==> src/rtl/itrx_aib_phy_jtag_pkg.sv <==
// Shared definitions for the AIB PHY JTAG TAP: state encodings, widths and opcode helpers.
package itrx_aib_phy_jtag_pkg;

    localparam int unsigned TAP_STATE_W = 4;
    localparam int unsigned IDCODE_W    = 32;
    localparam int unsigned MAX_IR_W    = 16;

    // IEEE 1149.1 TAP controller states; Test-Logic-Reset must stay at zero
    localparam logic [TAP_STATE_W-1:0] TAP_TLR       = 4'h0;
    localparam logic [TAP_STATE_W-1:0] TAP_RTI       = 4'h1;
    localparam logic [TAP_STATE_W-1:0] TAP_SEL_DR    = 4'h2;
    localparam logic [TAP_STATE_W-1:0] TAP_CAP_DR    = 4'h3;
    localparam logic [TAP_STATE_W-1:0] TAP_SHIFT_DR  = 4'h4;
    localparam logic [TAP_STATE_W-1:0] TAP_EXIT1_DR  = 4'h5;
    localparam logic [TAP_STATE_W-1:0] TAP_PAUSE_DR  = 4'h6;
    localparam logic [TAP_STATE_W-1:0] TAP_EXIT2_DR  = 4'h7;
    localparam logic [TAP_STATE_W-1:0] TAP_UPDATE_DR = 4'h8;
    localparam logic [TAP_STATE_W-1:0] TAP_SEL_IR    = 4'h9;
    localparam logic [TAP_STATE_W-1:0] TAP_CAP_IR    = 4'hA;
    localparam logic [TAP_STATE_W-1:0] TAP_SHIFT_IR  = 4'hB;
    localparam logic [TAP_STATE_W-1:0] TAP_EXIT1_IR  = 4'hC;
    localparam logic [TAP_STATE_W-1:0] TAP_PAUSE_IR  = 4'hD;
    localparam logic [TAP_STATE_W-1:0] TAP_EXIT2_IR  = 4'hE;
    localparam logic [TAP_STATE_W-1:0] TAP_UPDATE_IR = 4'hF;

    // BYPASS is the all-ones opcode; callers truncate to their IR width
    function automatic logic [MAX_IR_W-1:0] bypass_opc(input int unsigned ir_width);
        return MAX_IR_W'((32'd1 << ir_width) - 32'd1);
    endfunction

endpackage

==> src/rtl/itrx_aib_phy_jtag_fsm.sv <==
// TAP controller: 16-state 1149.1 state register and TMS-driven next-state logic.
module itrx_aib_phy_jtag_fsm
    import itrx_aib_phy_jtag_pkg::*;
(
    input  logic                   tck,
    input  logic                   reset,
    input  logic                   tms,
    output logic [TAP_STATE_W-1:0] state,
    output logic [TAP_STATE_W-1:0] next_state
);

    logic [TAP_STATE_W-1:0] state_q;
    logic [TAP_STATE_W-1:0] state_d;

    always_comb begin
        state_d = TAP_TLR;
        case (state_q)
            TAP_TLR:       state_d = tms ? TAP_TLR       : TAP_RTI;
            TAP_RTI:       state_d = tms ? TAP_SEL_DR    : TAP_RTI;
            TAP_SEL_DR:    state_d = tms ? TAP_SEL_IR    : TAP_CAP_DR;
            TAP_CAP_DR:    state_d = tms ? TAP_EXIT1_DR  : TAP_SHIFT_DR;
            TAP_SHIFT_DR:  state_d = tms ? TAP_EXIT1_DR  : TAP_SHIFT_DR;
            TAP_EXIT1_DR:  state_d = tms ? TAP_UPDATE_DR : TAP_PAUSE_DR;
            TAP_PAUSE_DR:  state_d = tms ? TAP_EXIT2_DR  : TAP_PAUSE_DR;
            TAP_EXIT2_DR:  state_d = tms ? TAP_UPDATE_DR : TAP_SHIFT_DR;
            TAP_UPDATE_DR: state_d = tms ? TAP_SEL_DR    : TAP_RTI;
            TAP_SEL_IR:    state_d = tms ? TAP_TLR       : TAP_CAP_IR;
            TAP_CAP_IR:    state_d = tms ? TAP_EXIT1_IR  : TAP_SHIFT_IR;
            TAP_SHIFT_IR:  state_d = tms ? TAP_EXIT1_IR  : TAP_SHIFT_IR;
            TAP_EXIT1_IR:  state_d = tms ? TAP_UPDATE_IR : TAP_PAUSE_IR;
            TAP_PAUSE_IR:  state_d = tms ? TAP_EXIT2_IR  : TAP_PAUSE_IR;
            TAP_EXIT2_IR:  state_d = tms ? TAP_UPDATE_IR : TAP_SHIFT_IR;
            TAP_UPDATE_IR: state_d = tms ? TAP_SEL_DR    : TAP_RTI;
            default:       state_d = TAP_TLR;
        endcase
    end

    always_ff @(posedge tck or posedge reset) begin
        if (reset) begin
            state_q <= TAP_TLR;
        end else begin
            state_q <= state_d;
        end
    end

    assign state      = state_q;
    assign next_state = state_d;

endmodule

==> src/rtl/itrx_aib_phy_jtag_tap.sv <==
// AIB PHY JTAG TAP: instruction register, BYPASS/IDCODE data registers and
// the falling-edge TDO retime around the shared TAP controller.
module itrx_aib_phy_jtag_tap
    import itrx_aib_phy_jtag_pkg::*;
#(
    parameter int unsigned          IR_WIDTH   = 7,
    parameter logic [31:0]          IDCODE_VAL = 32'h0000_1FFF,
    parameter logic [IR_WIDTH-1:0]  IDCODE_OPC = IR_WIDTH'(7'h01)
) (
    input  logic                tck,
    input  logic                reset,
    input  logic                tms,
    input  logic                tdi,
    input  logic                ext_tdo,
    output logic                tdo,
    output logic                tdo_en,
    output logic [IR_WIDTH-1:0] instruction,
    output logic                capture_dr,
    output logic                shift_dr,
    output logic                update_dr,
    output logic                shift_ir,
    output logic                update_ir,
    output logic                test_logic_reset,
    output logic                state_shift_dr_p,
    output logic                sel_ext_dr
);

    localparam logic [IR_WIDTH-1:0] BYPASS_OPC  = IR_WIDTH'(bypass_opc(IR_WIDTH));
    localparam logic [IR_WIDTH-1:0] IR_CAPTURE  = IR_WIDTH'(2'b01);

    logic [TAP_STATE_W-1:0] state;
    logic [TAP_STATE_W-1:0] next_state;

    logic [IR_WIDTH-1:0]    ir_sr_q, ir_sr_d;
    logic [IR_WIDTH-1:0]    instruction_q, instruction_d;
    logic                   bypass_q, bypass_d;
    logic [IDCODE_W-1:0]    idcode_q, idcode_d;
    logic                   tdo_q, tdo_d;
    logic                   tdo_en_q, tdo_en_d;
    logic                   sel_bypass;
    logic                   sel_idcode;
    logic                   dr_tdo;

    itrx_aib_phy_jtag_fsm u_fsm (
        .tck        (tck),
        .reset      (reset),
        .tms        (tms),
        .state      (state),
        .next_state (next_state)
    );

    assign capture_dr       = (state == TAP_CAP_DR);
    assign shift_dr         = (state == TAP_SHIFT_DR);
    assign update_dr        = (state == TAP_UPDATE_DR);
    assign shift_ir         = (state == TAP_SHIFT_IR);
    assign update_ir        = (state == TAP_UPDATE_IR);
    assign test_logic_reset = (state == TAP_TLR);
    assign state_shift_dr_p = (next_state == TAP_SHIFT_DR);

    // BYPASS wins if an integrator ever sets IDCODE_OPC to all ones
    assign sel_bypass = (instruction_q == BYPASS_OPC);
    assign sel_idcode = !sel_bypass && (instruction_q == IDCODE_OPC);
    assign sel_ext_dr = !sel_bypass && !sel_idcode;

    always_comb begin
        ir_sr_d  = ir_sr_q;
        bypass_d = bypass_q;
        idcode_d = idcode_q;
        if (state == TAP_CAP_IR) begin
            ir_sr_d = IR_CAPTURE;
        end else if (state == TAP_SHIFT_IR) begin
            ir_sr_d = {tdi, ir_sr_q[IR_WIDTH-1:1]};
        end
        if (sel_bypass) begin
            if (state == TAP_CAP_DR) begin
                bypass_d = 1'b0;
            end else if (state == TAP_SHIFT_DR) begin
                bypass_d = tdi;
            end
        end
        if (sel_idcode) begin
            if (state == TAP_CAP_DR) begin
                idcode_d = IDCODE_VAL;
            end else if (state == TAP_SHIFT_DR) begin
                idcode_d = {tdi, idcode_q[IDCODE_W-1:1]};
            end
        end
    end

    always_ff @(posedge tck or posedge reset) begin
        if (reset) begin
            ir_sr_q  <= '0;
            bypass_q <= 1'b0;
            idcode_q <= IDCODE_VAL;
        end else begin
            ir_sr_q  <= ir_sr_d;
            bypass_q <= bypass_d;
            idcode_q <= idcode_d;
        end
    end

    // Falling-edge side: instruction update and TDO retime half a cycle after the shift
    always_comb begin
        dr_tdo = ext_tdo;
        if (sel_bypass) begin
            dr_tdo = bypass_q;
        end else if (sel_idcode) begin
            dr_tdo = idcode_q[0];
        end

        instruction_d = instruction_q;
        if (state == TAP_TLR) begin
            instruction_d = IDCODE_OPC;
        end else if (state == TAP_UPDATE_IR) begin
            instruction_d = ir_sr_q;
        end

        tdo_d    = 1'b0;
        tdo_en_d = 1'b0;
        if (state == TAP_SHIFT_IR) begin
            tdo_d    = ir_sr_q[0];
            tdo_en_d = 1'b1;
        end else if (state == TAP_SHIFT_DR) begin
            tdo_d    = dr_tdo;
            tdo_en_d = 1'b1;
        end
    end

    always_ff @(negedge tck or posedge reset) begin
        if (reset) begin
            instruction_q <= IDCODE_OPC;
            tdo_q         <= 1'b0;
            tdo_en_q      <= 1'b0;
        end else begin
            instruction_q <= instruction_d;
            tdo_q         <= tdo_d;
            tdo_en_q      <= tdo_en_d;
        end
    end

    assign instruction = instruction_q;
    assign tdo         = tdo_q;
    assign tdo_en      = tdo_en_q;

endmodule

==> config.mk <==
export PLATFORM = sky130hd
export DESIGN_NAME = itrx_aib_phy_jtag_tap
export DESIGN_NICKNAME = d
export VERILOG_FILES = /design/src/rtl/itrx_aib_phy_jtag_pkg.sv /design/src/rtl/itrx_aib_phy_jtag_fsm.sv /design/src/rtl/itrx_aib_phy_jtag_tap.sv
export SDC_FILE = /design/constraint.sdc
export NUM_CORES = 1
export LEC_CHECK = 0
export ABC_CLOCK_PERIOD_IN_PS = 2150
export BUFFER_PORTS_ARGS = -buffer_cell sky130_fd_sc_hd__buf_4
export CAP_MARGIN = 5
export CORE_AREA = 2 2 120 64
export DETAILED_ROUTE_END_ITERATION = 8
export DIE_AREA = 0 0 122 66
export HOLD_SLACK_MARGIN = 0.03
export PLACE_DENSITY_LB_ADDON = 0.3
export SLEW_MARGIN = 30
export SYNTH_ARGS = -nofsm -noshare
export SYNTH_HDL_FRONTEND = slang
export SYNTH_SLANG_ARGS = --single-unit
==> constraint.sdc <==
create_clock -name tck -period 2.15 [get_ports tck]
set_input_delay 0.1075 -clock tck [delete_from_list [all_inputs] [get_ports tck]]
set_output_delay 0.1075 -clock tck [all_outputs]
set_load 0.005 [all_outputs]
==> impl_metrics.env, run 1 <==
export IMPL_cp_required_ns=2.34
export IMPL_portBuffers=21
export IMPL_ir_drop_mv=0.486
export IMPL_unrepaired_setup_endpoints_after_global_routing="true"
export IMPL_core_um2=7020
export IMPL_antenna_found_initial=0
export IMPL_globalRouteTotalUtil_pct=15.5
export IMPL_via_cell_ratio=4.98
export IMPL_floorplan_rows=22
export IMPL_setup_violations_final=48
export IMPL_average_routed_wire_per_standard_cell_um=15.2
export IMPL_synth_fp_nets=258
export IMPL_synth_sequential_area_ratio_pct=53.9
export IMPL_synth_adder_area_share_pct=0
export IMPL_yosys_area_top_type_share_pct=31.1
export IMPL_cts_buffer_depth=2
export IMPL_number_of_global_route_vias_before_repair=1858
export IMPL_antennaDiodeCount=0
export IMPL_critical_path_peak_fanout=8
export IMPL_design_die_area_um2=8050
export IMPL_ys_warnings_count=0
export IMPL_gp_congestion=0.783
export IMPL_multi_input_area_um2=1350
export IMPL_area_growth_synth_to_final_pct=54.6
export IMPL_layout_cell_area_non_filler_um2=3850
export IMPL_wl_mm=6.48
export IMPL_drt_first_pass_iters=4
export IMPL_critical_path_startpoint_type="flop"
export IMPL_initial_utilization_pct=35.5
export IMPL_routed_vias=2115
export IMPL_power_density_nw_per_um2=1470
export IMPL_critical_path_arrival_ns=3.08
export IMPL_drive_gt1_share_pct=61.7
export IMPL_route_antenna_remaining_nets=0
export IMPL_crit_path_end_kind="flop"
export IMPL_register_area_um2=1350
export IMPL_floorplan_die_height_um=66
export IMPL_post_synth_top_area_cell="dfrtp_1"
export IMPL_placed_cells_incl_taps=388
export IMPL_worstReg2RegStart="instruction[2]$_DFFE_NP0P_"
export IMPL_grt_overflow_total=0
export IMPL_die_w_um=122
export IMPL_timing_clock_skew_ns=0.0700
export IMPL_most_frequent_standard_cell_in_the_layout_excluding_fill_and_tap_cells="buf_4"
export IMPL_finalNetCount=333
export IMPL_finalNonFillerCells=425
export IMPL_slew_viol_final=0
export IMPL_post_route_drc_count=0
export IMPL_cts_sinks=53
export IMPL_io_pin_count=22
export IMPL_tns_ns=-25.41
export IMPL_power_leakage_nw=1.70
export IMPL_yosys_register_bits=53
export IMPL_post_synth_cell_area_avg_um2=9.86
export IMPL_clock_tree_from_tritoncts="done"
export IMPL_grt_pass1_wl_mm=9.52
export IMPL_worst_skew_pair_late_latency_ns=0.36
export IMPL_hold_viol_final=0
export IMPL_synth_xor_area_share_pct=0.351
export IMPL_timing_max_slew_rel_slack_pct=63.5
export IMPL_synth_mux_area_share_pct=0
export IMPL_h_tree_depth=2
export IMPL_violations="setup timing"
export IMPL_synth_compound_area_share_pct=20.3
export IMPL_timing_hold_worst_class="in -> reg"
export IMPL_clk_pin_slew_ns=0.07
export IMPL_synth_top_family_by_area="compound AO/OA/AOI/OAI gates"
export IMPL_postPlaceCellArea_um2=3040
export IMPL_synthTopCellsByArea="dfrtp_1 (31%), dfstp_2 (15%), nand2_1 (10%)"
export IMPL_final_setup_worst_slack_ns=-0.743
export IMPL_synth_simple_gate_area_share_pct=19.1
export IMPL_worst_pin_slew_ns=0.545
export IMPL_criticalPathCategory="reg -> reg"
export IMPL_synth_distinct_cells=38
export IMPL_grt_start_max_net_pins=33
export IMPL_clock_tree_root_cell="clkbuf_16"
export IMPL_run_status="complete, but fails checks"
export IMPL_worst_setup_path_startpoint="instruction[2]$_DFFE_NP0P_"
export IMPL_final_fill_count=611
export IMPL_layout_cells_most_common_list="buf_4 (56), nand2_1 (35), o21ai_2 (31)"
export IMPL_syn_inst=253
export IMPL_hp_start="tdi"
export IMPL_cts_inserted_buffers=5
export IMPL_mappedNetlistArea_um2=2490
export IMPL_place_hpwl_mm=3.69
export IMPL_drt_iter0_markers=124
export IMPL_cap_viol_max_count=0
==> layout make-up <==
class | instances | share of cell area [%]
clock buffer | 6 | 3.89
timing repair buffer | 84 | 21.2
multi-input combinational | 177 | 35.1
sequential | 53 | 35.0
clock inverter | 3 | 1.01
tap | 96 | 3.12
inverter | 6 | 0.747
==> final timing paths <==
kind / to / cells after the start / slack [ns]
worst max-delay path: idcode_q[27]$_DFFE_PP0P_ / 7 / -0.74
worst min-delay path: ir_sr_q[6]$_DFFE_PP0N_ / 3 / 0.08
worst max register to register: idcode_q[27]$_DFFE_PP0P_ / 7 / -0.74
worst min register to register: idcode_q[10]$_DFFE_PP1P_ / 2 / 0.46
max in group asynchronous: instruction[5]$_DFFE_NP0P_ / 4 / 0.48
min in group asynchronous: ir_sr_q[2]$_DFFE_PP0N_ / 3 / 0.32
==> logic make-up (layout without fill, tap and decap cells) <==
group	count (synthesis)	after routing
AOI/OAI and AO/OA	66	66
xor gates and xnor gates	1	1
buffers and inverters	23	99
DFF	53	53
and+or+nand+nor	110	110
==> power breakdown <==
group | switching [W] | total [W] | internal [W]
Clock | 0.000384 | 0.00101 | 0.000621
Combinational | 0.00153 | 0.00305 | 0.00152
Sequential | 0.000283 | 0.00162 | 0.00134
==> synthesized netlist by cell type (all sizes together) <==
library cell	count
a211oi	2
a21boi	1
a21oi	3
a221oi	2
a22o	7
a22oi	1
a2bb2oi	1
a32oi	1
buf	11
clkbuf	4
dfrtn	8
dfrtp	31
dfstp	14
dlymetal6s2s	1
inv	7
nand2	68
nand2b	4
nand3	3
nand4	1
nor2	22
nor2b	2
nor3	4
nor4	2
nor4b	1
o211ai	1
o21ai	46
o311ai	1
or2	1
or3	1
or4	1
xnor2	1
==> registers in the layout (all words and copies together) (netlist names) <==
register,count
bypass_q,1
u_fsm.state,4
tdo,1
ir_sr_q,7
idcode_q,32
instruction,7
tdo_en,1
==> critical path: stages (launching register included) <==
cell and delay [ns]:
dfrtn_1 0.34, or4_4 0.55, nor4_4 0.16, buf_4 0.16, o21ai_4 0.15, clkbuf_16 0.23
nand2_2 0.06, o21ai_2 0.04
==> repair_timing <==
item                       in CTS  in global routing
setup endpoints to repair      48                 51
cloned                          1                  5
setup buffers                  13                 12
resized for setup              26                 56
hold endpoints to repair       13                  0
hold buffers                    1                  0
pin swaps                       9                 22
==> per-stage QoR <==
stage	hold WS (ns)	worst slack (ns)	util, %	power [W]
after global routing	0.108	-0.824	54.9	0.00599
after global placement	0.0801	-0.603	43.3	0.00347
after floorplan	0.164	-0.645	-	0.00296
final	0.0832	-0.743	54.9	0.00568
after CTS	0.0809	-0.742	49.0	0.00488
after detailed placement	0.0790	-0.621	43.3	0.00350
==> layer usage <==
metal | share of wire, % | global-route usage (%) | routed length [um]
met5 | 0 | 0 | 0
met4 | 1.7 | 5.17 | 113
met1 | 53 | 23.6 | 3420
met3 | 3.5 | 4.48 | 227
met2 | 42 | 20.7 | 2720
No activity file was read; power rests on OpenSTA's default activity.
==> run 2: changes to the inputs <==
--- a/config.mk
+++ b/config.mk
@@ -13,6 +13,7 @@
 export DIE_AREA = 0 0 122 66
 export HOLD_SLACK_MARGIN = 0.03
 export PLACE_DENSITY_LB_ADDON = 0.3
+export RECOVER_POWER = 50
 export SLEW_MARGIN = 30
 export SYNTH_ARGS = -nofsm -noshare
 export SYNTH_HDL_FRONTEND = slang
==> run 2 against run 1 <==
Compared with the run above: the run still ends with setup timing left; highest routed layer unchanged; sequential share of layout area grew 0.11 points; hold slack about the same; total power is 0.13% lower; register-to-register slack about the same; critical path depth is the same; clock power barely moved; setup slack barely moved; combinational power is essentially flat; count of clock-buffer cells in the layout unchanged; core utilization fell by 0.18 points; final cell count is the same; die area unchanged.
==> impl_metrics.env, run 2 (synthesis results as in run 1) <==
export IMPL_h_tree_depth=2
export IMPL_post_route_drc_count=0
export IMPL_criticalPathCategory="reg -> reg"
export IMPL_postPlaceCellArea_um2=3040
export IMPL_timing_max_slew_rel_slack_pct=48.4
export IMPL_ir_drop_mv=0.484
export IMPL_violations="setup timing"
export IMPL_drt_iter0_markers=115
export IMPL_antenna_found_initial=0
export IMPL_critical_path_startpoint_type="flop"
export IMPL_worst_pin_slew_ns=0.774
export IMPL_cts_sinks=53
export IMPL_place_hpwl_mm=3.69
export IMPL_final_setup_worst_slack_ns=-0.743
export IMPL_clock_tree_from_tritoncts="done"
export IMPL_final_fill_count=615
export IMPL_run_status="complete, but fails checks"
export IMPL_power_leakage_nw=1.69
export IMPL_worst_skew_pair_late_latency_ns=0.36
export IMPL_route_antenna_remaining_nets=0
export IMPL_cts_inserted_buffers=5
export IMPL_area_growth_synth_to_final_pct=54.1
export IMPL_critical_path_arrival_ns=3.08
export IMPL_gp_congestion=0.783
export IMPL_drt_first_pass_iters=4
export IMPL_io_pin_count=22
export IMPL_finalNetCount=333
export IMPL_die_w_um=122
export IMPL_unrepaired_setup_endpoints_after_global_routing="true"
export IMPL_crit_path_end_kind="flop"
export IMPL_cap_viol_max_count=0
export IMPL_tns_ns=-25.38
export IMPL_core_um2=7020
export IMPL_wl_mm=6.44
export IMPL_timing_hold_worst_class="in -> reg"
export IMPL_grt_start_max_net_pins=33
export IMPL_via_cell_ratio=4.98
export IMPL_number_of_global_route_vias_before_repair=1858
export IMPL_most_frequent_standard_cell_in_the_layout_excluding_fill_and_tap_cells="buf_4"
export IMPL_layout_cells_most_common_list="buf_4 (52), nand2_1 (35), o21ai_2 (31)"
export IMPL_grt_pass1_wl_mm=9.52
export IMPL_grt_overflow_total=0
export IMPL_setup_violations_final=48
export IMPL_hold_viol_final=0
export IMPL_timing_clock_skew_ns=0.0698
export IMPL_largest_reg_flops=32
export IMPL_floorplan_die_height_um=66
export IMPL_portBuffers=21
export IMPL_design_die_area_um2=8050
export IMPL_clk_pin_slew_ns=0.07
export IMPL_globalRouteTotalUtil_pct=15.5
export IMPL_layout_cell_area_non_filler_um2=3840
export IMPL_clock_tree_root_cell="clkbuf_16"
export IMPL_slew_viol_final=0
export IMPL_average_routed_wire_per_standard_cell_um=15.2
export IMPL_drive_gt1_share_pct=61.1
export IMPL_initial_utilization_pct=35.5
export IMPL_worst_r2r_setup_slack_ns=-0.74
export IMPL_layout_core_utilization_pct=54.7
export IMPL_antennaDiodeCount=0
export IMPL_power_density_nw_per_um2=1480
export IMPL_critical_path_peak_fanout=8
export IMPL_max_flop_register="idcode_q"
export IMPL_cts_buffer_depth=2
export IMPL_cp_required_ns=2.34
export IMPL_floorplan_rows=22
export IMPL_routed_vias=2117
[run 2: changes by cell type in the layout (fill, tap and decap cells not counted)]
cell        delta
buf_4          -4
clkbuf_4       +1
clkinvlp_2     +1
clkinvlp_4     -1
clkbuf_1       +2
clkbuf_2       +1
[run 2: critical path: stages, from the launching register on]
cell and delay, ns:
dfrtn_1 0.34, or4_4 0.55, nor4_4 0.16, buf_4 0.16, o21ai_4 0.15, clkbuf_16 0.23
nand2_2 0.06, o21ai_2 0.04
[run 2: worst paths after layout]
path	end	start	cells after the start
worst max-delay path	idcode_q[27]$_DFFE_PP0P_	instruction[2]$_DFFE_NP0P_	7
worst min register to register	idcode_q[10]$_DFFE_PP1P_	idcode_q[10]$_DFFE_PP1P_	2
worst min-delay path	ir_sr_q[6]$_DFFE_PP0N_	tdi	3
min in group asynchronous	ir_sr_q[2]$_DFFE_PP0N_	reset	3
max in group asynchronous	instruction[4]$_DFFE_NP0P_	reset	4
worst max register to register	idcode_q[27]$_DFFE_PP0P_	instruction[2]$_DFFE_NP0P_	7
[run 2: area by class of cell]
type	instances	area (um^2)	share of cell area (%)
sequential	53	1350	35.1
inverter	6	26.3	0.684
clock inverter	3	38.8	1.01
tap	96	120	3.13
clock buffer	6	150	3.91
timing repair buffer	84	806	21.0
multi-input combinational	177	1350	35.2
[run 2: repair_timing]
| item | 4_1_cts | 5_1_grt |
|---|---|---|
| gates cloned | 1 | 5 |
| endpoints found under the hold margin | 13 | 0 |
| hold buffers | 1 | 0 |
| setup endpoints to repair | 48 | 51 |
| pin swaps | 9 | 22 |
| buffers inserted | 13 | 12 |
| gates resized for setup | 26 | 56 |
[run 2: power by group]
group / leakage [nW] / internal, W / switching [W]
registers: 0.669 / 0.00134 / 0.000282
logic: 0.925 / 0.00152 / 0.00152
clock network: 0.0973 / 0.000621 / 0.000384
[run 2: stage by stage]
stage                     total power (W)  setup WS (ns)  hold WS, ns  std cells
after floorplan                   0.00296         -0.645        0.164        253
after global placement            0.00347         -0.603       0.0801        388
after detailed placement          0.00350         -0.621       0.0790        388
after CTS                         0.00488         -0.742       0.0809        410
after global routing              0.00599         -0.824        0.108        425
final                             0.00567         -0.743       0.0829        425
[run 2: layer usage]
metal	vias to the layer above	track usage (%)	wire length, um	share of wire [%]
met5	-	0	0	0
met2	30	20.7	2700	42
met1	1067	23.6	3380	53
li1	1008	-	-	-
met4	0	5.17	114	1.8
met3	12	4.48	241	3.7
==> run 3: changes to the inputs <==
--- a/config.mk
+++ b/config.mk
@@ -8,9 +8,9 @@
 export ABC_CLOCK_PERIOD_IN_PS = 2150
 export BUFFER_PORTS_ARGS = -buffer_cell sky130_fd_sc_hd__buf_4
 export CAP_MARGIN = 5
-export CORE_AREA = 2 2 120 64
+export CORE_AREA = 5 5 123 67
 export DETAILED_ROUTE_END_ITERATION = 8
-export DIE_AREA = 0 0 122 66
+export DIE_AREA = 0 0 128 72
 export HOLD_SLACK_MARGIN = 0.03
 export PLACE_DENSITY_LB_ADDON = 0.3
 export RECOVER_POWER = 50
==> run 3 against run 2 <==
Compared with the run above: the run still ends with setup timing left; combinational power is 4% lower; count of clock-buffer cells in the layout is 1 lower; clock power fell by 8%; die area grew 14%; hold slack got worse by 0.0057 ns; sequential cell count unchanged; total power is 3.9% lower; final cell count fell by 1.2%; sequential share of layout area rose by 1.4 points.
==> impl_metrics.env, run 3 (synthesis results as in run 1) <==
export IMPL_run_status="complete, but fails checks"
export IMPL_violations="setup timing"
export IMPL_grt_overflow_total=0
export IMPL_routed_vias=1991
export IMPL_timing_max_slew_rel_slack_pct=40.6
export IMPL_power_share_sequential_pct=29.4
export IMPL_cts_buffer_depth=2
export IMPL_critical_path_arrival_ns=3.10
export IMPL_initial_utilization_pct=35.4
export IMPL_post_route_drc_count=0
export IMPL_worst_r2r_path_depth=8
export IMPL_unrepaired_setup_endpoints_after_global_routing="true"
export IMPL_floorplan_die_height_um=72
export IMPL_hold_depth=3
export IMPL_critical_path_startpoint_type="flop"
export IMPL_crit_path_end_kind="flop"
export IMPL_number_of_global_route_vias_before_repair=1909
export IMPL_h_tree_depth=2
export IMPL_area_growth_synth_to_final_pct=48.2
export IMPL_antennaDiodeCount=0
export IMPL_place_hpwl_mm=3.81
export IMPL_io_pin_count=22
export IMPL_average_routed_wire_per_standard_cell_um=14.4
export IMPL_antenna_found_initial=0
export IMPL_critical_path_peak_fanout=7
export IMPL_drt_iter0_markers=125
export IMPL_hp_start="tdi"
export IMPL_die_w_um=128
export IMPL_setup_violations_final=46
export IMPL_layout_core_utilization_pct=52.4
export IMPL_switchingPower_w=0.00204
export IMPL_cap_viol_max_count=0
export IMPL_worst_r2r_setup_slack_ns=-0.77
export IMPL_clk_pin_slew_ns=0.07
export IMPL_clock_tree_from_tritoncts="done"
export IMPL_postPlaceCellArea_um2=3030
export IMPL_hold_viol_final=0
export IMPL_grt_util_met2_pct=17.6
export IMPL_global_route_usage_met1_pct=21.3
export IMPL_clock_tree_root_cell="clkbuf_16"
export IMPL_floorplan_rows=22
export IMPL_design_die_area_um2=9220
export IMPL_grt_start_max_net_pins=37
export IMPL_slew_viol_final=0
export IMPL_criticalPathCategory="reg -> reg"
export IMPL_cp_required_ns=2.33
export IMPL_grt_busiest_layer="met1"
export IMPL_max_flop_register="idcode_q"
export IMPL_placed_cells_incl_taps=389
export IMPL_drive_gt1_share_pct=58.0
export IMPL_groute_layer_met3_usage_pct=4.04
export IMPL_gp_congestion=0.755
export IMPL_core_um2=7050
export IMPL_comb_power_share_pct=53.6
export IMPL_largest_reg_flops=32
export IMPL_internal_power_w=0.00341
export IMPL_worst_pin_slew_ns=0.891
export IMPL_wl_mm=6.05
export IMPL_via_cell_ratio=4.74
export IMPL_worstReg2RegStart="instruction[2]$_DFFE_NP0P_"
export IMPL_portBuffers=21
export IMPL_route_antenna_remaining_nets=0
export IMPL_globalRouteTotalUtil_pct=13.6
export IMPL_finalNetCount=328
export IMPL_fin_hold_ws_ns=0.0771
export IMPL_layout_cells_most_common_list="buf_4 (53), nand2_1 (36), o21ai_2 (30)"
export IMPL_cts_sinks=53
export IMPL_power_density_nw_per_um2=1470
export IMPL_power_leakage_nw=1.62
export IMPL_worst_skew_pair_late_latency_ns=0.36
export IMPL_cts_inserted_buffers=5
export IMPL_power_switching_fraction_pct=37.5
export IMPL_pwr_share_clk_pct=17.0
export IMPL_timing_rr_end="idcode_q[26]$_DFFE_PP0P_"
export IMPL_worst_hold_path_endpoint="ir_sr_q[6]$_DFFE_PP0N_"
export IMPL_drt_first_pass_iters=4
export IMPL_finalNonFillerCells=420
export IMPL_layout_cell_area_non_filler_um2=3690
export IMPL_timing_hold_worst_class="in -> reg"
export IMPL_final_setup_worst_slack_ns=-0.765
export IMPL_most_frequent_standard_cell_in_the_layout_excluding_fill_and_tap_cells="buf_4"
export IMPL_ir_drop_mv=0.516
export IMPL_grt_pass1_wl_mm=9.90
export IMPL_timing_clock_skew_ns=0.0750
==> run 3: cell types whose count changed in the layout (fill, tap and decap cells not counted), sizes merged <==
| cell | previous run | this run |
|---|---|---|
| inv | 6 | 7 |
| clkbuf | 14 | 8 |
==> run 3: metal layers <==
layer / routed length (um) / share of wire, %
met5: 0 / 0
met4: 63 / 1.0
met3: 189 / 3.1
met2: 2510 / 41
met1: 3290 / 54
==> run 3: stage by stage <==
stage	worst slack, ns	setup TNS [ns]	total power (W)
final	-0.765	-25.63	0.00545
after floorplan	-0.645	-21.19	0.00296
after global routing	-0.844	-29.34	0.00580
after global placement	-0.601	-20.51	0.00352
after detailed placement	-0.641	-21.60	0.00354
after CTS	-0.749	-25.15	0.00514
==> run 3: area by class of cell <==
class	count	area, um^2
clock buffer	5	125
clock inverter	4	43.8
fill	645	3350
inverter	6	23.8
multi-input combinational	177	1240
sequential	53	1350
tap	96	120
timing repair buffer	79	793
==> run 3: worst max-delay path by stage <==
stage | cells after the start | slack (ns) | from | end
floorplan | 6 | -0.64 | instruction[2]$_DFFE_NP0P_ | idcode_q[21]$_DFFE_PP0P_
detailed placement | 6 | -0.64 | instruction[2]$_DFFE_NP0P_ | idcode_q[22]$_DFFE_PP0P_
global route | 8 | -0.84 | instruction[2]$_DFFE_NP0P_ | idcode_q[26]$_DFFE_PP0P_
global placement | 6 | -0.60 | instruction[2]$_DFFE_NP0P_ | idcode_q[22]$_DFFE_PP0P_
finish | 8 | -0.77 | instruction[2]$_DFFE_NP0P_ | idcode_q[26]$_DFFE_PP0P_
CTS | 5 | -0.75 | instruction[2]$_DFFE_NP0P_ | sel_ext_dr
==> run 3: what timing repair did <==
action	CTS	global route
buffers inserted	14	4
hold buffers	1	0
resized for setup	28	28
endpoints found under the hold margin	8	0
setup endpoints to repair	48	51
cloned	4	1
pin swaps	9	8
==> run 3: power groups by stage <==
stage | registers, W | clock network [W] | logic [W]
finish | 0.00160 | 0.000928 | 0.00292
global route | 0.00164 | 0.00100 | 0.00315
CTS | 0.00158 | 0.000949 | 0.00261
detailed placement | 0.00157 | 0.00000582 | 0.00197
global placement | 0.00158 | 0.00000582 | 0.00194
floorplan | 0.00150 | 0.00000582 | 0.00146
==> run 3: worst max-delay path: stages, from the launching register on <==
cell and delay [ns]:
dfrtn_1 0.34, or4_4 0.54, nor4_4 0.16, buf_4 0.16
o21ai_4 0.07, buf_12 0.15, clkbuf_16 0.16, nand2_4 0.06
o21ai_2 0.05
